`src/rtl/reg_bank_seven_scan.sv`:
```
// Register bank with a time-multiplexed hex seven-segment scan; outputs are registered (1 cycle latency).
// No backpressure: loads are always accepted. Optional LEADING_ZERO_BLANK_EN blanks leading zero digits.
module reg_bank_seven_scan #(
  parameter int DATA_W   = 8,
  parameter int NUM_REGS = 3,
  parameter int SCAN_DIV = 4,
  localparam int DIGITS  = DATA_W / 4,
  localparam int SEL_W   = (NUM_REGS > 1) ? $clog2(NUM_REGS) : 1,
  localparam int CNT_W   = (SCAN_DIV > 1) ? $clog2(SCAN_DIV) : 1,
  localparam int IDX_W   = (DIGITS > 1) ? $clog2(DIGITS) : 1
) (
  input  logic              clock,
  input  logic              reset,
  input  logic [DATA_W-1:0] io_data,
  input  logic [NUM_REGS-1:0] io_load,
  input  logic [SEL_W-1:0]  io_sel,
  output logic [6:0]        io_seven,
  output logic [DIGITS-1:0] io_digit
);

  logic [DATA_W-1:0] regs [NUM_REGS];
  logic [CNT_W-1:0]  scan_cnt;
  logic [IDX_W-1:0]  digit_idx;

  logic [DATA_W-1:0] sel_dat;
  logic              sel_vld;
  logic [3:0]        nib_dat;
  logic              blank;

  function automatic logic [6:0] hex7(input logic [3:0] n);
    logic [6:0] s;
    case (n)
      4'h0: s = 7'h3F;
      4'h1: s = 7'h06;
      4'h2: s = 7'h5B;
      4'h3: s = 7'h4F;
      4'h4: s = 7'h66;
      4'h5: s = 7'h6D;
      4'h6: s = 7'h7D;
      4'h7: s = 7'h07;
      4'h8: s = 7'h7F;
      4'h9: s = 7'h6F;
      4'hA: s = 7'h77;
      4'hB: s = 7'h7C;
      4'hC: s = 7'h39;
      4'hD: s = 7'h5E;
      4'hE: s = 7'h79;
      default: s = 7'h71;
    endcase
    return s;
  endfunction

  // No priority between strobes: every strobed register takes the same data.
  always_ff @(posedge clock or negedge reset) begin
    if (!reset) begin
      for (int i = 0; i < NUM_REGS; i++) regs[i] <= '0;
    end else begin
      for (int i = 0; i < NUM_REGS; i++) begin
        if (io_load[i]) regs[i] <= io_data;
      end
    end
  end

  always_ff @(posedge clock or negedge reset) begin
    if (!reset) begin
      scan_cnt  <= '0;
      digit_idx <= '0;
    end else if (scan_cnt == CNT_W'(SCAN_DIV - 1)) begin
      scan_cnt <= '0;
      if (digit_idx == IDX_W'(DIGITS - 1)) digit_idx <= '0;
      else                                 digit_idx <= digit_idx + 1'b1;
    end else begin
      scan_cnt <= scan_cnt + 1'b1;
    end
  end

  // Decoded select keeps an out-of-range index from ever touching the array.
  always_comb begin
    sel_dat = '0;
    sel_vld = 1'b0;
    for (int i = 0; i < NUM_REGS; i++) begin
      if (io_sel == SEL_W'(i)) begin
        sel_dat = regs[i];
        sel_vld = 1'b1;
      end
    end
  end

  always_comb begin
    nib_dat = '0;
    blank   = 1'b0;
    for (int k = 0; k < DIGITS; k++) begin
      if (digit_idx == IDX_W'(k)) begin
        nib_dat = sel_dat[4*k +: 4];
`ifdef LEADING_ZERO_BLANK_EN
        blank   = (k > 0) && ((sel_dat >> (4*k)) == '0);
`endif
      end
    end
  end

  always_ff @(posedge clock or negedge reset) begin
    if (!reset) begin
      io_seven <= 7'h00;
      io_digit <= '0;
    end else begin
      io_digit <= DIGITS'(1) << digit_idx;
      io_seven <= (sel_vld && !blank) ? hex7(nib_dat) : 7'h00;
    end
  end

endmodule

```
`config.mk`:
```
export PLATFORM = sky130hd
export DESIGN_NAME = reg_bank_seven_scan
export DESIGN_NICKNAME = d
export VERILOG_FILES = /design/src/rtl/reg_bank_seven_scan.sv
export SDC_FILE = /design/constraint.sdc
export NUM_CORES = 1
export LEC_CHECK = 0
export BUFFER_PORTS_ARGS = -buffer_cell sky130_fd_sc_hd__clkbuf_2
export CAP_MARGIN = 0
export CORE_UTILIZATION = 52
export CTS_CLUSTER_SIZE = 12
export DETAILED_ROUTE_END_ITERATION = 16
export GPL_TIMING_DRIVEN = 0
export PLACE_DENSITY = 0.82
export REMOVE_ABC_BUFFERS = 1
export SLEW_MARGIN = 30
export SYNTH_ARGS = -nofsm -noshare
export SYNTH_HDL_FRONTEND = slang
export SYNTH_SLANG_ARGS = --single-unit
export TNS_END_PERCENT = 50
```
`constraint.sdc`:
```
create_clock -name clock -period 2.16 [get_ports clock]
set_clock_uncertainty 0.1 [all_clocks]
set_input_delay 0.108 -clock clock [delete_from_list [all_inputs] [get_ports clock]]
set_output_delay 0.108 -clock clock [all_outputs]
set_load 0.02 [all_outputs]
```
==> key figures, run 1 <==
Place
  – Port bufs: 23
  – Placed cell areas: 1850 um^2
  – Post-DP HPWL: 2.14 mm
  – Routability cong.: 0.801

Timing
  – Hold_ws: 0.0875 ns
  – Worst slew pin tran: 0.845 ns
  – Fin. Hold Viols: 0
  – Final setup TNS: 0 ns
  – Post-route minimum period: 1.97 ns
  – Period utilisation layout: 0.913
  – Rel. slew slack: 0.437
  – Max-slew violations: 0
  – Final setup fails: 0
  – Top achievable clock speed: 0.507 GHz
  – RSZ-0062 raised after global routing: no

Power
  – Clock power frac: 0.258
  – Pwr/cell area: 735 nW/um^2
  – Combinational power share: 0.216
  – Pint: 1.05 mW
  – Sequential Power Share: 0.526
  – Cell leakage power: 0.915 nW
  – Sw Pwr: 417 uW
  – Total Power: 1.47 mW
  – Peak supply drop: 0.000472 V
  – Net Sw Frac: 0.284

Worst hold path
  – HP Start: io_load[1]
  – HP Class: in -> reg
  – Hold depth: 2
  – Hold Path Sink: regs[13]$_DFFE_PN0P_

Status
  – Outcome: finished, final reports clean

Critical path
  – RR Endpoint: io_seven[0]$_DFF_PN0_
  – Critical Path RT: 2.29 ns
  – CP Class: reg -> reg
  – Max FO, Critical Path: 5
  – Reg2reg path depth: 6
  – Flop2flop setup slack: 0.19 ns
  – Worst Setup Start Kind: flop
  – RR Startpoint: regs[17]$_DFFE_PN0P_
  – Crit. End Element: flop
  – CP arrival: 2.10 ns

Logic synthesis
  – Synth area leaders: dfrtp_1 (52%), mux2_2 (17%), mux2i_1 (5.8%)
  – Synthesized cell area: 1740 um^2
  – Cell count after synthesis: 130
  – Synth top area share: 0.518
  – Seq/Total Area, Yosys: 0.518
  – Synth Register Bits: 36
  – Syn_area_per_cell: 13.4 um^2
  – Biggest area consumer among synthesized cells: dfrtp_1
  – Synth warn: 0
  – Count of cell types in the netlist: 30

Routing
  – Wirelength per Cell: 15.1 um
  – Via density per instance: 5.51
  – Total vias in the final route: 1,135
  – Drt total wl: 3.10 mm
  – First-pass detailed-route iteration total: 5
  – Final ANT Viol Nets: 0
  – DRC violation total after the first TritonRoute iteration: 30
  – DRC: 0

Floorplan
  – Initial Util: 0.560
  – DIE WIDTH: 59.8 um
  – Die area: 3580 um^2
  – Core ar.: 3100 um^2
  – Rows: 20
  – Die Y: 59.8 um
  – # IOs: 24

Flow run
  – Maxcap violations: 0

GRT
  – Number of global-route vias before repair: 1,158
  – Largest net degree at the start of global routing: 37
  – Global-route wire length before repair: 5.31 mm
  – Antenna violations before repair: 0
  – Global-route usage over all layers: 0.209
  – Gr ovfl total: 0

Clocking
  – CTS sink count: 36
  – Post-CTS Setup Bufs: 0
  – Clock buffer depth: 2
  – Worst-Skew Late Latency: 0.34 ns
  – Root buffer cell: clkbuf_4
  – Clk slew on worst S/H paths: 0.11 ns
  – TritonCTS clock tree: built
  – CTS H-Tree Depth: 2
  – CTS buffer count: 5

Cells and area
  – Antenna diode count: 0
  – # nets final: 183
  – Area grow syn2layout: 15.0%
  – Fill count: 260
  – Share of layout cells above drive strength 1: 0.364
  – Post-route cell area: 2000 um^2
[synth_stat cells (all sizes together)]
cell type	count
dfrtp	36
mux2	27
mux2i	10
ha	7
buf	5
nand2b	5
o21ai	5
nand3b	4
nor2	4
clkbuf	3
inv	3
nand2	3
o211ai	3
a21oi	2
mux4	2
a2111o	1
a221oi	1
a31oi	1
and2	1
and3	1
nand3	1
nor3	1
nor3b	1
o21a	1
o221a	1
xor2	1
[cells by family (layout without fill, tap and decap cells)]
family	after synthesis	after routing	share of synthesized area
muxes	39	39	0.260
DFF	36	36	0.518
and+or+nand+nor	21	21	0.0676
AOI/OAI and AO/OA	15	15	0.0590
buffers and inverters	11	43	0.0396
adders and majority gates	7	7	0.0504
xor gates and xnor gates	1	1	0.00504
[critical path, stage by stage (launching register included)]
cell	delay [ns]
dfrtp_1	0.40
mux2i_1	0.11
o21ai_0	0.11
o21ai_1	0.32
ha_1	0.33
nor3_1	0.11
a2111o_1	0.39
[power groups by stage]
stage	Clock [mW]	Combinational (mW)	Sequential [mW]
finish	0.379	0.318	0.774
floorplan	0	0.166	0.816
detailed placement	0	0.305	0.788
CTS	0.382	0.320	0.774
global placement	0	0.288	0.783
global route	0.406	0.350	0.784
[cell usage in the layout, fill, tap and decap left out, drive strengths merged, types with 2 or more instances in the layout]
cell	n
a21oi	2
clkbuf	31
dfrtp	36
dlygate4sd3	9
ha	7
inv	3
mux2	27
mux2i	10
mux4	2
nand2	3
nand2b	5
nand3b	4
nor2	4
o211ai	3
o21ai	5
[registers in the layout, indices dropped and copies added (netlist names)]
register and count:
digit_idx 1, io_digit 2, io_seven 7, scan_cnt 2
regs 24
[cell type report]
cell class                 instances  area (um^2)  area share
multi-input combinational         83          769       0.385
clock buffer                       8         58.8      0.0294
tap                               44         55.1      0.0275
inverter                           3         11.3     0.00563
sequential                        36          901       0.450
timing repair buffer              32          205       0.103
[routing by layer]
metal,track usage,wire (um),vias to the layer above
met4,0.110,65,0
met2,0.354,1570,33
met5,0,0,-
li1,-,-,526
met1,0.248,1340,568
met3,0.0455,120,8
[through the flow]
| step | setup slack (ns) | util | instances |
|---|---|---|---|
| 2_1_floorplan | 0.336 | - | 122 |
| 3_3_place_gp | -0.0848 | 0.597 | 189 |
| 3_5_place_dp | -0.150 | 0.597 | 189 |
| 4_1_cts | 0.0516 | 0.645 | 206 |
| 5_1_grt | 0.0416 | 0.645 | 206 |
| 6_report | 0.188 | 0.645 | 206 |
[how the worst max path moves through the flow]
| stage | end | slack (ns) | depth (start not counted) | startpoint |
|---|---|---|---|---|
| 2_1_floorplan | io_seven[0]$_DFF_PN0_ | 0.34 | 6 | regs[1]$_DFFE_PN0P_ |
| 3_3_place_gp | io_seven[0]$_DFF_PN0_ | -0.08 | 7 | io_sel[1] |
| 3_5_place_dp | io_seven[0]$_DFF_PN0_ | -0.15 | 7 | io_sel[1] |
| 4_1_cts | io_seven[0]$_DFF_PN0_ | 0.05 | 6 | regs[17]$_DFFE_PN0P_ |
| 5_1_grt | io_seven[3]$_DFF_PN0_ | 0.04 | 8 | regs[1]$_DFFE_PN0P_ |
| 6_report | io_seven[0]$_DFF_PN0_ | 0.19 | 6 | regs[17]$_DFFE_PN0P_ |
[timing repair]
item | CTS | global route
gates resized for setup | 0 | 1
endpoints found under the hold margin | 60 | 0
hold buffers | 9 | 0
endpoints found under the setup margin | 0 | 5
Power figures use the tool's default switching activity.
==> run 2, diff against run 1 <==
CELL_PAD_IN_SITES_DETAIL_PLACEMENT = 1   (was default)
CELL_PAD_IN_SITES_GLOBAL_PLACEMENT = 2   (was default)
CORE_UTILIZATION = 39   (was 52)
PLACE_DENSITY = 0.87   (was 0.82)
==> key figures, run 2 (synthesis results as in run 1) <==
Power
  – Peak supply drop: 0.000468 V
  – Pwr/cell area: 767 nW/um^2
  – Sw Pwr: 446 uW
  – Clock power frac: 0.305
  – Sequential Power Share: 0.495
  – Pint: 1.12 mW
  – Cell leakage power: 0.923 nW
  – Net Sw Frac: 0.285
  – Combinational power share: 0.199

Floorplan
  – Rows: 23
  – Initial Util: 0.420
  – DIE WIDTH: 68.8 um
  – Core ar.: 4140 um^2
  – Die Y: 68.8 um
  – # IOs: 24
  – Die area: 4730 um^2

Flow run
  – Maxcap violations: 0

Clocking
  – Clk slew on worst S/H paths: 0.08 ns
  – CTS buffer count: 5
  – Root buffer cell: clkbuf_8
  – TritonCTS clock tree: built
  – Clock buffer depth: 2
  – CTS sink count: 36
  – CTS H-Tree Depth: 2
  – Worst-Skew Late Latency: 0.29 ns
  – Post-CTS Setup Bufs: 0

Cells and area
  – Post-route cell area: 2040 um^2
  – Biggest regs: regs: 24 flops, io_seven: 7 flops
  – Storage element area: 901 um^2
  – Fill count: 447
  – Area grow syn2layout: 17.4%
  – Antenna diode count: 0
  – Most common cell after layout, fill and taps aside: dfrtp_1
  – Post-route core utilization: 0.493
  – Area occupied by multi-input gates: 769 um^2
  – Max FFs per register: 24
  – Most flop-heavy register: regs
  – Non-filler instance count after layout: 212
  – # nets final: 183
  – Share of layout cells above drive strength 1: 0.377
  – Commonest non-fill, non-tap cells in the layout: dfrtp_1 (36), mux2_2 (26), clkbuf_2 (22), mux2i_1 (10), dlygate4sd3_1 (9)

Routing
  – Total vias in the final route: 1,094
  – DRC: 0
  – Via density per instance: 5.16
  – DRC violation total after the first TritonRoute iteration: 33
  – Final ANT Viol Nets: 0
  – Drt total wl: 3.24 mm
  – First-pass detailed-route iteration total: 4
  – Wirelength per Cell: 15.3 um

Place
  – Placed cell areas: 1860 um^2
  – Port bufs: 23
  – Routability cong.: 0.885
  – Inst Count DP: 195
  – Post-DP HPWL: 2.30 mm

Timing
  – Worst slew pin tran: 0.789 ns
  – Final setup fails: 0
  – Hold_ws: 0.166 ns
  – Top achievable clock speed: 0.510 GHz
  – RSZ-0062 raised after global routing: no
  – Period utilisation layout: 0.908
  – Fin. Hold Viols: 0
  – Rel. slew slack: 0.474
  – Post-route minimum period: 1.96 ns
  – Max-slew violations: 0

GRT
  – Global-route wire length before repair: 5.71 mm
  – Gr ovfl total: 0
  – Number of global-route vias before repair: 1,201
  – Largest net degree at the start of global routing: 37
  – Global-route usage over all layers: 0.170
  – Antenna violations before repair: 0

Critical path
  – Critical Path RT: 2.24 ns
  – Worst Setup Start Kind: flop
  – CP Class: reg -> reg
  – Crit. End Element: flop
  – CP arrival: 2.04 ns
  – Flop2flop setup slack: 0.20 ns
  – Max FO, Critical Path: 5

Worst hold path
  – HP Class: in -> reg

Status
  – Outcome: finished, final reports clean
==> run 2: changes by cell type in the layout (fill, tap and decap cells not counted), sizes merged <==
cell      delta
clkinvlp     +2
clkinv       +1
buf          +1
clkbuf       -4
==> run 2: layout make-up <==
cell class                      count  area share
Multi-Input combinational cell     83       0.377
Timing Repair Buffer               32       0.100
Tap cell                           50      0.0306
Inverter                            3     0.00551
Sequential cell                    36       0.441
Clock buffer                        5      0.0337
Clock inverter                      3      0.0116
==> run 2: final timing paths <==
check | from | endpoint | cells past startpoint
min in group asynchronous | reset | io_seven[2]$_DFF_PN0_ | 2
worst max register to register | regs[1]$_DFFE_PN0P_ | io_seven[0]$_DFF_PN0_ | 6
worst min register to register | scan_cnt[0]$_DFF_PN0_ | scan_cnt[0]$_DFF_PN0_ | 1
worst max-delay path | regs[1]$_DFFE_PN0P_ | io_seven[0]$_DFF_PN0_ | 6
worst min-delay path | io_load[2] | regs[3]$_DFFE_PN0P_ | 2
max in group asynchronous | reset | regs[5]$_DFFE_PN0P_ | 2
==> run 2: power by group through the flow <==
stage | clock (mW) | combinational [mW] | sequential, mW
3_3_place_gp | 0 | 0.296 | 0.784
4_1_cts | 0.501 | 0.318 | 0.776
6_report | 0.479 | 0.312 | 0.776
5_1_grt | 0.527 | 0.350 | 0.788
2_1_floorplan | 0 | 0.166 | 0.816
3_5_place_dp | 0 | 0.304 | 0.790
==> run 2: repair_timing <==
| action | 4_1_cts | 5_1_grt |
|---|---|---|
| hold endpoints to repair | 60 | 0 |
| resized for setup | 0 | 1 |
| setup endpoints to repair | 0 | 5 |
| hold buffers | 9 | 0 |
==> run 2: per-stage QoR <==
| step | TNS (ns) | total power, mW | setup slack [ns] |
|---|---|---|---|
| after floorplan | 0 | 0.982 | 0.336 |
| after global placement | -0.523 | 1.08 | -0.177 |
| after detailed placement | -0.590 | 1.09 | -0.168 |
| after CTS | 0 | 1.60 | 0.0266 |
| after global routing | 0 | 1.66 | 0.0529 |
| final | 0 | 1.57 | 0.199 |
==> run 2: worst max-delay path, stage by stage (launching register included) <==
cell and delay, ns:
dfrtp_1 0.38, mux2i_1 0.12, o21ai_0 0.12, o21ai_1 0.33
ha_1 0.32, nor3_1 0.09, a2111o_1 0.39
==> run 2: metal layers <==
metal	global-route usage	vias up	wire length [um]
li1	-	521	-
met1	0.202	544	1460
met2	0.290	24	1620
met3	0.0461	5	110
met4	0.0689	0	49
met5	0	-	0
